[config.mk]
export PLATFORM = sky130hd
export DESIGN_NAME = uart_txsm
export DESIGN_NICKNAME = d
export VERILOG_FILES = /design/src/rtl/uart_txsm.sv
export SDC_FILE = /design/constraint.sdc
export NUM_CORES = 1
export LEC_CHECK = 0
export ABC_AREA = 1
export ABC_CLOCK_PERIOD_IN_PS = 1700
export BUFFER_PORTS_ARGS = -buffer_cell sky130_fd_sc_hd__buf_2
export CAP_MARGIN = 20
export CORE_ASPECT_RATIO = 1.25
export CORE_MARGIN = 10
export CORE_UTILIZATION = 51
export CTS_CLUSTER_DIAMETER = 150
export DETAILED_ROUTE_END_ITERATION = 10
export GPL_TIMING_DRIVEN = 0
export PLACE_DENSITY = 0.76
export SLEW_MARGIN = 20
export SYNTH_ARGS = -nofsm -noshare
export SYNTH_HDL_FRONTEND = slang
export SYNTH_SLANG_ARGS = --single-unit
[constraint.sdc]
create_clock -name Clk -period 1.7 [get_ports Clk]
set_clock_uncertainty 0.1 [all_clocks]
set_input_delay 0.34 -clock Clk [delete_from_list [all_inputs] [get_ports Clk]]
set_output_delay 0.34 -clock Clk [all_outputs]
set_load 0.02 [all_outputs]
[src/rtl/uart_txsm.sv]
// uart_txsm: UART transmit state machine and shift register (start, 7/8 data bits LSB first,
// optional parity, 1/2 stop bits). Define UART_TXSM_CTS_EN to add CTS flow control on loads.
module uart_txsm #(
  parameter int pBitTime = 16
) (
  input  logic       Clk,
  input  logic       Rst,
  input  logic       CE_16x,
  input  logic       Len,
  input  logic       NumStop,
  input  logic       ParEn,
  input  logic [1:0] Par,
  input  logic       TF_EF,
  input  logic [7:0] THR,
`ifdef UART_TXSM_CTS_EN
  input  logic       CTS,
`endif
  output logic       RE_THR,
  output logic       TxD,
  output logic       TxIdle,
  output logic       TxStart,
  output logic       TxShift,
  output logic       TxParity,
  output logic       TxStop,
  output logic       TxBusy
);

  localparam int cnt_w = $clog2(pBitTime);
  localparam logic [cnt_w-1:0] cnt_last = cnt_w'(pBitTime - 1);

  typedef enum logic [3:0] {
    pIdle   = 4'd0,
    pStart  = 4'd1,
    pShift0 = 4'd2,
    pShift1 = 4'd3,
    pShift2 = 4'd4,
    pShift3 = 4'd5,
    pShift4 = 4'd6,
    pShift5 = 4'd7,
    pShift6 = 4'd8,
    pShift7 = 4'd9,
    pParity = 4'd10,
    pStop2  = 4'd11,
    pStop1  = 4'd12
  } state_t;

  state_t           state, state_nxt;
  logic [cnt_w-1:0] bcnt;
  logic [7:0]       tsr;
  logic [7:0]       par_data;
  logic             len_q, stop_q, paren_q, par_bit;
  logic             tc, load, cts_ok, txd_nxt, par_calc;

`ifdef UART_TXSM_CTS_EN
  logic cts_meta, cts_sync;

  always_ff @(posedge Clk) begin
    if (Rst) begin
      cts_meta <= 1'b0;
      cts_sync <= 1'b0;
    end else begin
      cts_meta <= CTS;
      cts_sync <= cts_meta;
    end
  end

  assign cts_ok = cts_sync;
`else
  assign cts_ok = 1'b1;
`endif

  assign tc = CE_16x && (bcnt == '0);

  // Parity is fixed at load time so later format changes cannot disturb the frame
  always_comb begin
    par_data = Len ? {1'b0, THR[6:0]} : THR;
    case (Par)
      2'd0:    par_calc = ~^par_data;
      2'd1:    par_calc = ^par_data;
      2'd2:    par_calc = 1'b0;
      default: par_calc = 1'b1;
    endcase
  end

  always_comb begin
    state_nxt = state;
    load      = 1'b0;
    case (state)
      pIdle:
        if (CE_16x && !TF_EF && cts_ok) begin
          load      = 1'b1;
          state_nxt = pStart;
        end
      pStart:  if (tc) state_nxt = pShift0;
      pShift0: if (tc) state_nxt = pShift1;
      pShift1: if (tc) state_nxt = pShift2;
      pShift2: if (tc) state_nxt = pShift3;
      pShift3: if (tc) state_nxt = pShift4;
      pShift4: if (tc) state_nxt = pShift5;
      pShift5: if (tc) state_nxt = pShift6;
      pShift6: if (tc) state_nxt = len_q ? pParity : pShift7;
      pShift7: if (tc) state_nxt = paren_q ? pParity : (stop_q ? pStop2 : pStop1);
      pParity: if (tc) state_nxt = stop_q ? pStop2 : pStop1;
      pStop2:  if (tc) state_nxt = pStop1;
      pStop1:
        if (tc) begin
          if (!TF_EF && cts_ok) begin
            load      = 1'b1;
            state_nxt = pStart;
          end else begin
            state_nxt = pIdle;
          end
        end
      default: state_nxt = pIdle;
    endcase
  end

  // TxD is decoded from the next state so the line changes on the same edge as the state
  always_comb begin
    case (state_nxt)
      pStart:  txd_nxt = 1'b0;
      pShift0: txd_nxt = tsr[0];
      pShift1: txd_nxt = tsr[1];
      pShift2: txd_nxt = tsr[2];
      pShift3: txd_nxt = tsr[3];
      pShift4: txd_nxt = tsr[4];
      pShift5: txd_nxt = tsr[5];
      pShift6: txd_nxt = tsr[6];
      pShift7: txd_nxt = tsr[7];
      pParity: txd_nxt = par_bit;
      default: txd_nxt = 1'b1;
    endcase
  end

  always_ff @(posedge Clk) begin
    if (Rst) begin
      state    <= pIdle;
      bcnt     <= cnt_last;
      tsr      <= '0;
      len_q    <= 1'b0;
      stop_q   <= 1'b0;
      paren_q  <= 1'b0;
      par_bit  <= 1'b0;
      RE_THR   <= 1'b0;
      TxD      <= 1'b1;
      TxIdle   <= 1'b1;
      TxStart  <= 1'b0;
      TxShift  <= 1'b0;
      TxParity <= 1'b0;
      TxStop   <= 1'b0;
      TxBusy   <= 1'b0;
    end else begin
      state    <= state_nxt;
      RE_THR   <= load;
      TxD      <= txd_nxt;
      TxIdle   <= (state_nxt == pIdle);
      TxStart  <= (state_nxt == pStart);
      TxShift  <= (state_nxt >= pShift0) && (state_nxt <= pShift7);
      TxParity <= (state_nxt == pParity);
      TxStop   <= (state_nxt == pStop1) || (state_nxt == pStop2);
      TxBusy   <= (state_nxt != pIdle);
      if (state == pIdle)
        bcnt <= cnt_last;
      else if (CE_16x)
        bcnt <= bcnt - cnt_w'(1);
      if (load) begin
        tsr     <= THR;
        len_q   <= Len;
        stop_q  <= NumStop;
        paren_q <= ParEn;
        par_bit <= par_calc;
      end
    end
  end

endmodule

# Yosys cells after proc, flatten, opt, wreduce, memory -nomap -nowiden
# Index checks and enable logic that the tools add are counted.
# word_totals
in_bits,17
word_cells,82
register_bits,28
# classes
eq_ne,26
n_lt_le_gt_ge,2
n_reduce_logical,13
mux,25
add_sub_neg,1
# ops
op,n
$mux 4,14
$pmux 4 s13,1
$eq 4x4->1 const B,10
$eq 4x3->1 const B,8
$eq 4x2->1 const B,4
$logic_not 4->1,3
$pmux 1 s10,1
$eq 4x1->1 const B,2
$mux 8,1
$reduce_xnor 8->1,1
$reduce_xor 8->1,1
$ge 4x2->1 const B,1
$le 4x4->1 const B,1
$mux 1,4
$reduce_bool 4->1,1
$sub 4x1->4 const B,1
$logic_and 1x1->1,3
$mux 3,1
$pmux 1 s3,1
$eq 2x1->1 const B,1
$eq 2x2->1 const B,1
$logic_not 2->1,1
$mux 2,1
$pmux 1 s2,1
other kinds (3),3

# Longest topological paths before layout
# Gate-level depths: netlist of the first run.
# logic_depth
depth_word,6
ltp_mapped,16
mapped_depth_nobuf,16

# Worst setup path before layout of the first run
# OpenSTA, ideal clock, no wires.
# synth_timing
path_kind,register to register
startpoint,register bcnt[0]
endpoint,register TxD
arrival_ps,1510
stages_incl_launch_ff,15
n_path_buf,0
slack_ps,-31
synth_period_minus_slack_ps,1731
path_cell_list,dfxtp_1 > inv_1 > ha_1 > nand2_2 > clkinv_4 > nand2_4 > nand2_1 > a21oi_1 > nor2_1 > nand4_1 > nand2_1 > nand2_2 > nand3_1 > nor2_1 > nand3_1
# synth_between
elab_chain_len,6
word_cells_on_any_way,26
classes_between,eq/ne: 10; mux: 14; reduce/logical: 2
# synth_rtl
element,line,source
from (decl),48,logic [cnt_w-1:0] bcnt;
from (signal assigned),138,bcnt <= cnt_last;
from (signal assigned),163,bcnt <= cnt_last;
from (signal assigned),165,bcnt <= bcnt - cnt_w'(1);
$logic_not 4->1 *,72,assign tc = CE_16x && (bcnt == '0);
$logic_and 1x1->1 *,72,
"$mux 4, or another cell as far along",106,if (tc) begin
$pmux 4 s13 *,88,case (state)
"$eq 4x4->1, or another cell as far along",120,case (state_nxt)
$pmux 1 s10 *,120,
to (signal assigned),155,TxD <= txd_nxt;
to (decl),19,"output logic TxD,"
# Every way passes the cells marked *; elsewhere a longest branch is shown, timed or not.
# A chain may end at the register's enable or synchronous reset.

# Worst setup path after layout of the first run
# Same ends and word-level chain as after synthesis.

==> metrics.txt, run 1 <==
# TYPE chip_impl_metric gauge
chip_impl_metric{name="antenna_found_initial",unit=""} 0
chip_impl_metric{name="timing.final.hold_violations",unit=""} 0
chip_impl_metric{name="async_reset_ff_frac",unit=""} 0
chip_impl_metric{name="peakVddDrop",unit="uV"} 603.6
chip_impl_info{name="tritoncts",value="done"} 1
chip_impl_metric{name="clkSlewWorstSetupHoldPaths",unit="ns"} 0.10
chip_impl_metric{name="max_slew.worst_pin.slew",unit="ns"} 0.5287
chip_impl_info{name="worst_r2r_endpoint",value="TxD$_SDFF_PP1_"} 1
chip_impl_metric{name="timing.critical_path.fanout_max",unit=""} 8
chip_impl_metric{name="synth_sequential_area_ratio",unit=""} 0.3351
chip_impl_metric{name="hpwlAfterDp",unit="um"} 2857
chip_impl_metric{name="finalSetupTns",unit="ns"} -0.7221
chip_impl_metric{name="fin_crit_sh",unit=""} 1.108
chip_impl_info{name="root_buffer",value="sky130_fd_sc_hd__clkbuf_8"} 1
chip_impl_metric{name="synth_enable_flop_cells",unit=""} 0
chip_impl_metric{name="largest_net_degree_at_the_start_of_global_routing",unit=""} 17
chip_impl_metric{name="rr_worst_depth",unit=""} 16
chip_impl_info{name="run_status",value="finished with violations"} 1
chip_impl_metric{name="placedInstanceArea",unit="mm2"} 0.001858
chip_impl_metric{name="synth.net_count",unit=""} 268
chip_impl_metric{name="synth_seq_cells",unit=""} 28
chip_impl_metric{name="synthDistinctLibCells",unit=""} 30
chip_impl_metric{name="gpl.final_weighted_congestion",unit=""} 0.8534
chip_impl_info{name="most-common-layout-cells",value="54 x sky130_fd_sc_hd__nand2_1, 28 x sky130_fd_sc_hd__nor2_1, 23 x sky130_fd_sc_hd__buf_2"} 1
chip_impl_metric{name="worst_ep_required_time",unit="ns"} 1.77
chip_impl_metric{name="wire_per_inst",unit="um"} 13.36
chip_impl_metric{name="placement.setup.worst_slack",unit="ns"} -0.1886
chip_impl_metric{name="core",unit="mm2"} 0.003194
chip_impl_metric{name="net_count_reported_at_finish",unit=""} 312
chip_impl_metric{name="syn_area_per_cell",unit="um2"} 6.718
chip_impl_metric{name="final_critical_path_setup_slack",unit="ns"} -0.1839
chip_impl_metric{name="power.static_leakage",unit="nW"} 1.175
chip_impl_metric{name="critPathArrivalTime",unit="ns"} 1.96
chip_impl_info{name="synth_ff_type",value="sky130_fd_sc_hd__dfxtp_1"} 1
chip_impl_info{name="kind_of_critical_path",value="reg -> reg"} 1
chip_impl_metric{name="pwr_density_cell",unit="mW/mm2"} 651.6
chip_impl_metric{name="drt.antenna.violating_nets",unit=""} 0
chip_impl_metric{name="grt_pass1_wl",unit="um"} 6817
chip_impl_metric{name="globalRouteOverflowTotal",unit=""} 0
chip_impl_metric{name="drt_drc_violations_left",unit=""} 0
chip_impl_metric{name="slew_violations",unit=""} 0
chip_impl_metric{name="chipWidth",unit="um"} 71.23
chip_impl_metric{name="pin_count",unit=""} 25
chip_impl_info{name="type_of_the_tightest_min_delay_check",value="in -> reg"} 1
chip_impl_metric{name="setup_violations",unit=""} 7
chip_impl_info{name="rsz0062_at_grt",value="true"} 1
chip_impl_metric{name="drt-initial-drc-count",unit=""} 103
chip_impl_metric{name="floorplan.initialDensity",unit=""} 0.5237
chip_impl_info{name="critPathLaunchType",value="flip-flop"} 1
chip_impl_metric{name="finalInstanceArea",unit="mm2"} 0.002215
chip_impl_metric{name="cts.hold.buffers_added",unit=""} 0
chip_impl_metric{name="placementRows",unit=""} 23
chip_impl_metric{name="die_y",unit="um"} 84.03
chip_impl_info{name="final_common_cell",value="sky130_fd_sc_hd__nand2_1"} 1
chip_impl_metric{name="synthCells",unit=""} 249
chip_impl_metric{name="hold_depth",unit=""} 3
chip_impl_info{name="worst_min_delay_path_endpoint",value="tsr[7]$_SDFFE_PP0P_"} 1
chip_impl_metric{name="clkLatencyLatePin",unit="ns"} 0.27
chip_impl_metric{name="antenna_cells_inserted",unit=""} 0
chip_impl_metric{name="worst_slew_margin_rel",unit=""} 0.6475
chip_impl_metric{name="route.detailed.vias_per_inst",unit=""} 5.173
chip_impl_metric{name="die_area",unit="mm2"} 0.005985
chip_impl_metric{name="utilization",unit=""} 0.6933
chip_impl_metric{name="grt_pass1_vias",unit=""} 1638
chip_impl_metric{name="port-buffer-count",unit=""} 23
chip_impl_metric{name="summed_instance_area_of_the_synthesized_netlist",unit="mm2"} 0.001673
chip_impl_metric{name="ctsLongestPathBuffers",unit=""} 2
chip_impl_metric{name="clock_sink_count",unit=""} 28
chip_impl_metric{name="drt_wl_total",unit="um"} 4397
chip_impl_metric{name="regToRegSetupSlack",unit="ns"} -0.18
chip_impl_metric{name="detailed_router_iteration_count_before_antenna_repair",unit=""} 4
chip_impl_info{name="critPathCaptureType",value="flip-flop"} 1
chip_impl_metric{name="cap_viol_max_count",unit=""} 0
chip_impl_metric{name="via_count",unit=""} 1702
chip_impl_metric{name="cts_max_level",unit=""} 1
chip_impl_metric{name="ys_warn_count",unit=""} 0
chip_impl_info{name="regToRegStartpoint",value="bcnt[0]$_SDFFE_PP1P_"} 1
chip_impl_metric{name="final_layout_size_suffix_gt1_frac",unit=""} 0.4041
chip_impl_metric{name="syn_to_final_growth",unit="%"} 32.39
chip_impl_metric{name="max_freq",unit="MHz"} 530.8
chip_impl_metric{name="min_period",unit="ns"} 1.884
chip_impl_info{name="crit_start",value="bcnt[0]$_SDFFE_PP1P_"} 1
chip_impl_info{name="hp-start",value="THR[7]"} 1
chip_impl_info{name="violations",value="negative setup slack"} 1
chip_impl_metric{name="track_usage",unit=""} 0.1315
chip_impl_metric{name="numCtsBuffers",unit=""} 3
[cell type report]
class | count | area [um2]
clock buffers | 3 | 41.29
inverters | 35 | 143.9
fillers | 237 | 979.7
well taps | 37 | 46.29
multi-input cells | 184 | 1139
flip-flops and latches | 28 | 568.0
repair buffers | 38 | 231.5
clock inverters | 1 | 30.03
plain buffers | 3 | 15.01
[timing repair]
action,4_1_cts,5_1_grt
endpoints found under the setup margin,7,18
gates cloned,1,0
hold endpoints to repair,0,0
pin swaps,11,18
setup buffers,5,10
resized for setup,16,27
[cell usage after synthesis, types with 2 or more instances]
master	instances	share of area
sky130_fd_sc_hd__nor2_2	4	0.015
sky130_fd_sc_hd__ha_1	2	0.015
sky130_fd_sc_hd__nand2_2	9	0.034
sky130_fd_sc_hd__or2_2	2	0.0075
sky130_fd_sc_hd__dfxtp_1	28	0.34
sky130_fd_sc_hd__xor2_1	6	0.031
sky130_fd_sc_hd__a21oi_1	11	0.033
sky130_fd_sc_hd__nor2_1	33	0.074
sky130_fd_sc_hd__nand3_1	18	0.054
sky130_fd_sc_hd__nand4_1	2	0.0075
sky130_fd_sc_hd__inv_2	9	0.020
sky130_fd_sc_hd__nand3_2	3	0.018
sky130_fd_sc_hd__o211ai_1	2	0.0090
sky130_fd_sc_hd__nand2_4	4	0.027
sky130_fd_sc_hd__o21ai_0	12	0.036
sky130_fd_sc_hd__nand2_1	65	0.15
sky130_fd_sc_hd__clkbuf_1	2	0.0045
sky130_fd_sc_hd__inv_1	24	0.054
sky130_fd_sc_hd__nor2_4	2	0.013
[worst max path at each step]
stage	end	slack (ns)
global route	TxD$_SDFF_PP1_	-0.28
CTS	TxD$_SDFF_PP1_	-0.13
detailed placement	TxD$_SDFF_PP1_	-0.19
finish	TxD$_SDFF_PP1_	-0.18
global placement	TxD$_SDFF_PP1_	-0.16
floorplan	TxD$_SDFF_PP1_	0.005
[per-layer routing]
metal  global-route usage  vias to the layer above  wire length (um)
met5                    0                        -                 0
met4              0.05996                        0                90
met3              0.02619                       10               211
met2               0.2355                       50              2282
met1               0.1407                      780              1813
li1                     -                      862                 -
[power breakdown]
group          switching [mW]  internal (mW)
combinational           0.128         0.0820
sequential             0.0181          0.689
clock                   0.211          0.315
[registers in the layout (all words and copies together), names as in the netlist]
signal,cells
tsr,8
bcnt,4
state,4
RE_THR,1
TxBusy,1
TxD,1
TxIdle,1
TxParity,1
TxShift,1
TxStart,1
TxStop,1
len_q,1
par_bit,1
paren_q,1
stop_q,1
[logic make-up after synthesis]
kind of cell,Yosys count,synth area share
flops,28,0.3351
compound gates,28,0.09573
buf+inv,38,0.08900
simple gates,146,0.4286
xor+xnor,7,0.03665
fa+ha+maj,2,0.01496
[per-stage QoR]
stage                     total power, mW  hold slack [ns]  instances
after floorplan                    0.8508           0.3239        249
after global placement             0.9043           0.3336        309
after detailed placement           0.9099           0.3459        309
after CTS                           1.436           0.2032        319
after global routing                1.510           0.2169        329
final                               1.443           0.2051        329
[worst max-delay path: stages, from the launching register on]
cell and delay, ns:
sky130_fd_sc_hd__dfxtp_2 0.35, sky130_fd_sc_hd__inv_2 0.05, sky130_fd_sc_hd__ha_4 0.15, sky130_fd_sc_hd__nand2_4 0.08, sky130_fd_sc_hd__clkinv_8 0.09, sky130_fd_sc_hd__nand2_8 0.09, sky130_fd_sc_hd__nand2_2 0.07, sky130_fd_sc_hd__nand2_2 0.08
sky130_fd_sc_hd__nand2_4 0.06, sky130_fd_sc_hd__inv_2 0.07, sky130_fd_sc_hd__nand3_4 0.10, sky130_fd_sc_hd__inv_2 0.08, sky130_fd_sc_hd__nand2_1 0.05, sky130_fd_sc_hd__nand2_1 0.09, sky130_fd_sc_hd__nand2_1 0.07, sky130_fd_sc_hd__nor2_2 0.11
sky130_fd_sc_hd__nand3_1 0.07
Power figures use the tool's default switching activity.
==> inputs of run 2 (changes only) <==
--- a/config.mk
+++ b/config.mk
@@ -16,6 +16,7 @@
 export DETAILED_ROUTE_END_ITERATION = 10
 export GPL_TIMING_DRIVEN = 0
 export PLACE_DENSITY = 0.76
+export REMOVE_ABC_BUFFERS = 1
 export SLEW_MARGIN = 20
 export SYNTH_ARGS = -nofsm -noshare
 export SYNTH_HDL_FRONTEND = slang
==> metrics.txt, run 2 (synthesis results as in run 1) <==
# TYPE chip_impl_metric gauge
chip_impl_info{name="run_status",value="finished with violations"} 1
chip_impl_info{name="violations",value="negative setup slack"} 1
chip_impl_metric{name="die_y",unit="um"} 84.03
chip_impl_metric{name="largest_net_degree_at_the_start_of_global_routing",unit=""} 19
chip_impl_info{name="rsz0062_at_grt",value="true"} 1
chip_impl_metric{name="cap_viol_max_count",unit=""} 0
chip_impl_metric{name="hpwlAfterDp",unit="um"} 2814
chip_impl_metric{name="max_slew.worst_pin.slew",unit="ns"} 0.3679
chip_impl_metric{name="via_count",unit=""} 1740
chip_impl_metric{name="p_sw",unit="mW"} 0.3574
chip_impl_metric{name="clkLatencyLatePin",unit="ns"} 0.28
chip_impl_metric{name="nFillCells",unit=""} 231
chip_impl_metric{name="p_comb_frac",unit=""} 0.145
chip_impl_metric{name="clkSlewWorstSetupHoldPaths",unit="ns"} 0.10
chip_impl_metric{name="syn_to_final_growth",unit="%"} 35.53
chip_impl_metric{name="share_clk_of_total_power",unit=""} 0.365
chip_impl_metric{name="timing.critical_path.fanout_max",unit=""} 8
chip_impl_info{name="most-common-layout-cells",value="51 x sky130_fd_sc_hd__nand2_1, 28 x sky130_fd_sc_hd__nor2_1, 24 x sky130_fd_sc_hd__buf_2"} 1
chip_impl_metric{name="drt_drc_violations_left",unit=""} 0
chip_impl_metric{name="final_critical_path_setup_slack",unit="ns"} -0.2173
chip_impl_metric{name="met3_grt_util",unit=""} 0.02500
chip_impl_metric{name="worst_slew_margin_rel",unit=""} 0.7545
chip_impl_metric{name="placementRows",unit=""} 23
chip_impl_metric{name="cts_max_level",unit=""} 1
chip_impl_metric{name="grt.met1_usage",unit=""} 0.1462
chip_impl_metric{name="use_met2",unit=""} 0.2444
chip_impl_metric{name="floorplan.initialDensity",unit=""} 0.5237
chip_impl_metric{name="port-buffer-count",unit=""} 24
chip_impl_metric{name="gpl.final_weighted_congestion",unit=""} 0.8647
chip_impl_metric{name="power.static_leakage",unit="nW"} 1.187
chip_impl_metric{name="slew_violations",unit=""} 0
chip_impl_metric{name="hold-worst-slack",unit="ns"} 0.2063
chip_impl_metric{name="drt_wl_total",unit="um"} 4618
chip_impl_metric{name="antenna_cells_inserted",unit=""} 0
chip_impl_metric{name="setup_violations",unit=""} 7
chip_impl_info{name="regMostFlops",value="tsr"} 1
chip_impl_metric{name="place.detailed.instances",unit=""} 307
chip_impl_info{name="critPathCaptureType",value="flip-flop"} 1
chip_impl_metric{name="final_layout_size_suffix_gt1_frac",unit=""} 0.4320
chip_impl_metric{name="drt-initial-drc-count",unit=""} 125
chip_impl_metric{name="wire_per_inst",unit="um"} 13.95
chip_impl_metric{name="utilization",unit=""} 0.7098
chip_impl_metric{name="ctsLongestPathBuffers",unit=""} 2
chip_impl_metric{name="numCtsBuffers",unit=""} 3
chip_impl_info{name="kind_of_critical_path",value="reg -> reg"} 1
chip_impl_metric{name="fraction_of_power_consumed_by_sequential_logic",unit=""} 0.490
chip_impl_metric{name="timing.final.hold_violations",unit=""} 0
chip_impl_metric{name="fin_crit_sh",unit=""} 1.128
chip_impl_info{name="critPathLaunchType",value="flip-flop"} 1
chip_impl_metric{name="clock_sink_count",unit=""} 28
chip_impl_metric{name="peakVddDrop",unit="uV"} 731.1
chip_impl_metric{name="regToRegSetupSlack",unit="ns"} -0.22
chip_impl_metric{name="drt.antenna.violating_nets",unit=""} 0
chip_impl_info{name="grt_busiest_layer",value="met2"} 1
chip_impl_metric{name="layoutNonFillerInstCount",unit=""} 331
chip_impl_metric{name="min_period",unit="ns"} 1.917
chip_impl_metric{name="pwr_density_cell",unit="mW/mm2"} 636.0
chip_impl_metric{name="net_count_reported_at_finish",unit=""} 314
chip_impl_metric{name="placement.setup.worst_slack",unit="ns"} -0.2383
chip_impl_metric{name="antenna_found_initial",unit=""} 0
chip_impl_metric{name="globalRouteOverflowTotal",unit=""} 0
chip_impl_metric{name="core",unit="mm2"} 0.003194
chip_impl_info{name="final_common_cell",value="sky130_fd_sc_hd__nand2_1"} 1
chip_impl_metric{name="grt_pass1_wl",unit="um"} 7003
chip_impl_metric{name="track_usage",unit=""} 0.1358
chip_impl_metric{name="worst_ep_required_time",unit="ns"} 1.78
chip_impl_metric{name="largest_register_ff_count",unit=""} 8
chip_impl_metric{name="detailed_router_iteration_count_before_antenna_repair",unit=""} 4
chip_impl_metric{name="grt_pass1_vias",unit=""} 1680
chip_impl_info{name="tritoncts",value="done"} 1
chip_impl_metric{name="chipWidth",unit="um"} 71.23
chip_impl_info{name="root_buffer",value="sky130_fd_sc_hd__clkbuf_8"} 1
chip_impl_metric{name="critPathArrivalTime",unit="ns"} 1.99
chip_impl_metric{name="max_freq",unit="MHz"} 521.6
chip_impl_info{name="type_of_the_tightest_min_delay_check",value="in -> reg"} 1
chip_impl_metric{name="p_sw_frac",unit=""} 0.2479
chip_impl_metric{name="p_int",unit="mW"} 1.084
chip_impl_info{name="biggestRegsByFlops",value="tsr (8), bcnt (4), state (4)"} 1
chip_impl_metric{name="pin_count",unit=""} 25
chip_impl_metric{name="die_area",unit="mm2"} 0.005985
chip_impl_metric{name="route.detailed.vias_per_inst",unit=""} 5.257
[run 2: path summary, 6_finish.rpt]
check / startpoint / endpoint / cells after the start
worst max-delay path: bcnt[0]$_SDFFE_PP1P_ / TxD$_SDFF_PP1_ / 14
worst min-delay path: THR[7] / tsr[7]$_SDFFE_PP0P_ / 3
worst max register to register: bcnt[0]$_SDFFE_PP1P_ / TxD$_SDFF_PP1_ / 14
worst min register to register: tsr[0]$_SDFFE_PP0P_ / tsr[0]$_SDFFE_PP0P_ / 2
[run 2: repair_timing]
| action | in CTS | in global routing |
|---|---|---|
| setup endpoints to repair | 7 | 15 |
| gates resized for setup | 30 | 32 |
| gates cloned | 1 | 0 |
| hold buffers | 0 | 0 |
| pin swaps | 17 | 18 |
| setup buffers | 10 | 11 |
[run 2: power groups by stage]
stage / registers [mW] / clock network [mW] / logic, mW
global placement: 0.718 / 0 / 0.184
floorplan: 0.726 / 0 / 0.120
global route: 0.709 / 0.559 / 0.234
finish: 0.707 / 0.526 / 0.210
CTS: 0.705 / 0.524 / 0.194
detailed placement: 0.720 / 0 / 0.189
[run 2: per-layer routing]
| metal | vias to the layer above | share of wire |
|---|---|---|
| met2 | 54 | 0.51 |
| met3 | 16 | 0.040 |
| met1 | 796 | 0.42 |
| met5 | - | 0 |
| met4 | 0 | 0.026 |
| li1 | 874 | - |
[run 2: layout make-up]
| type | count | area (um2) | area share |
|---|---|---|---|
| Multi-Input combinational cell | 184 | 1160 | 0.5116 |
| Sequential cell | 28 | 569.3 | 0.2511 |
| Timing Repair Buffer | 43 | 274.0 | 0.1209 |
| Inverter | 35 | 146.4 | 0.06457 |
| Tap cell | 37 | 46.29 | 0.02042 |
| Clock buffer | 3 | 41.29 | 0.01821 |
| Clock inverter | 1 | 30.03 | 0.01325 |
[run 2: stage by stage]
step / power, mW / TNS (ns) / instance area (um2)
final: 1.442 / -0.6857 / 2267
after floorplan: 0.8462 / -0.03786 / 1660
after detailed placement: 0.9086 / -0.7169 / 1827
after global placement: 0.9020 / -0.5946 / 1827
after CTS: 1.423 / -0.4514 / 2101
after global routing: 1.502 / -1.520 / 2267
[run 2: critical path, cell delays in order, from the launching register on]
cell and delay, ns:
sky130_fd_sc_hd__dfxtp_2 0.33, sky130_fd_sc_hd__inv_2 0.07, sky130_fd_sc_hd__ha_4 0.14, sky130_fd_sc_hd__nand2_4 0.06, sky130_fd_sc_hd__clkinv_8 0.08, sky130_fd_sc_hd__nand3_4 0.10, sky130_fd_sc_hd__nand2_4 0.10, sky130_fd_sc_hd__nand2_2 0.06
sky130_fd_sc_hd__o21ai_2 0.18, sky130_fd_sc_hd__nand2_4 0.11, sky130_fd_sc_hd__buf_6 0.13, sky130_fd_sc_hd__nand3_1 0.08, sky130_fd_sc_hd__nand2_1 0.07, sky130_fd_sc_hd__nand3_1 0.11, sky130_fd_sc_hd__nand3_1 0.09
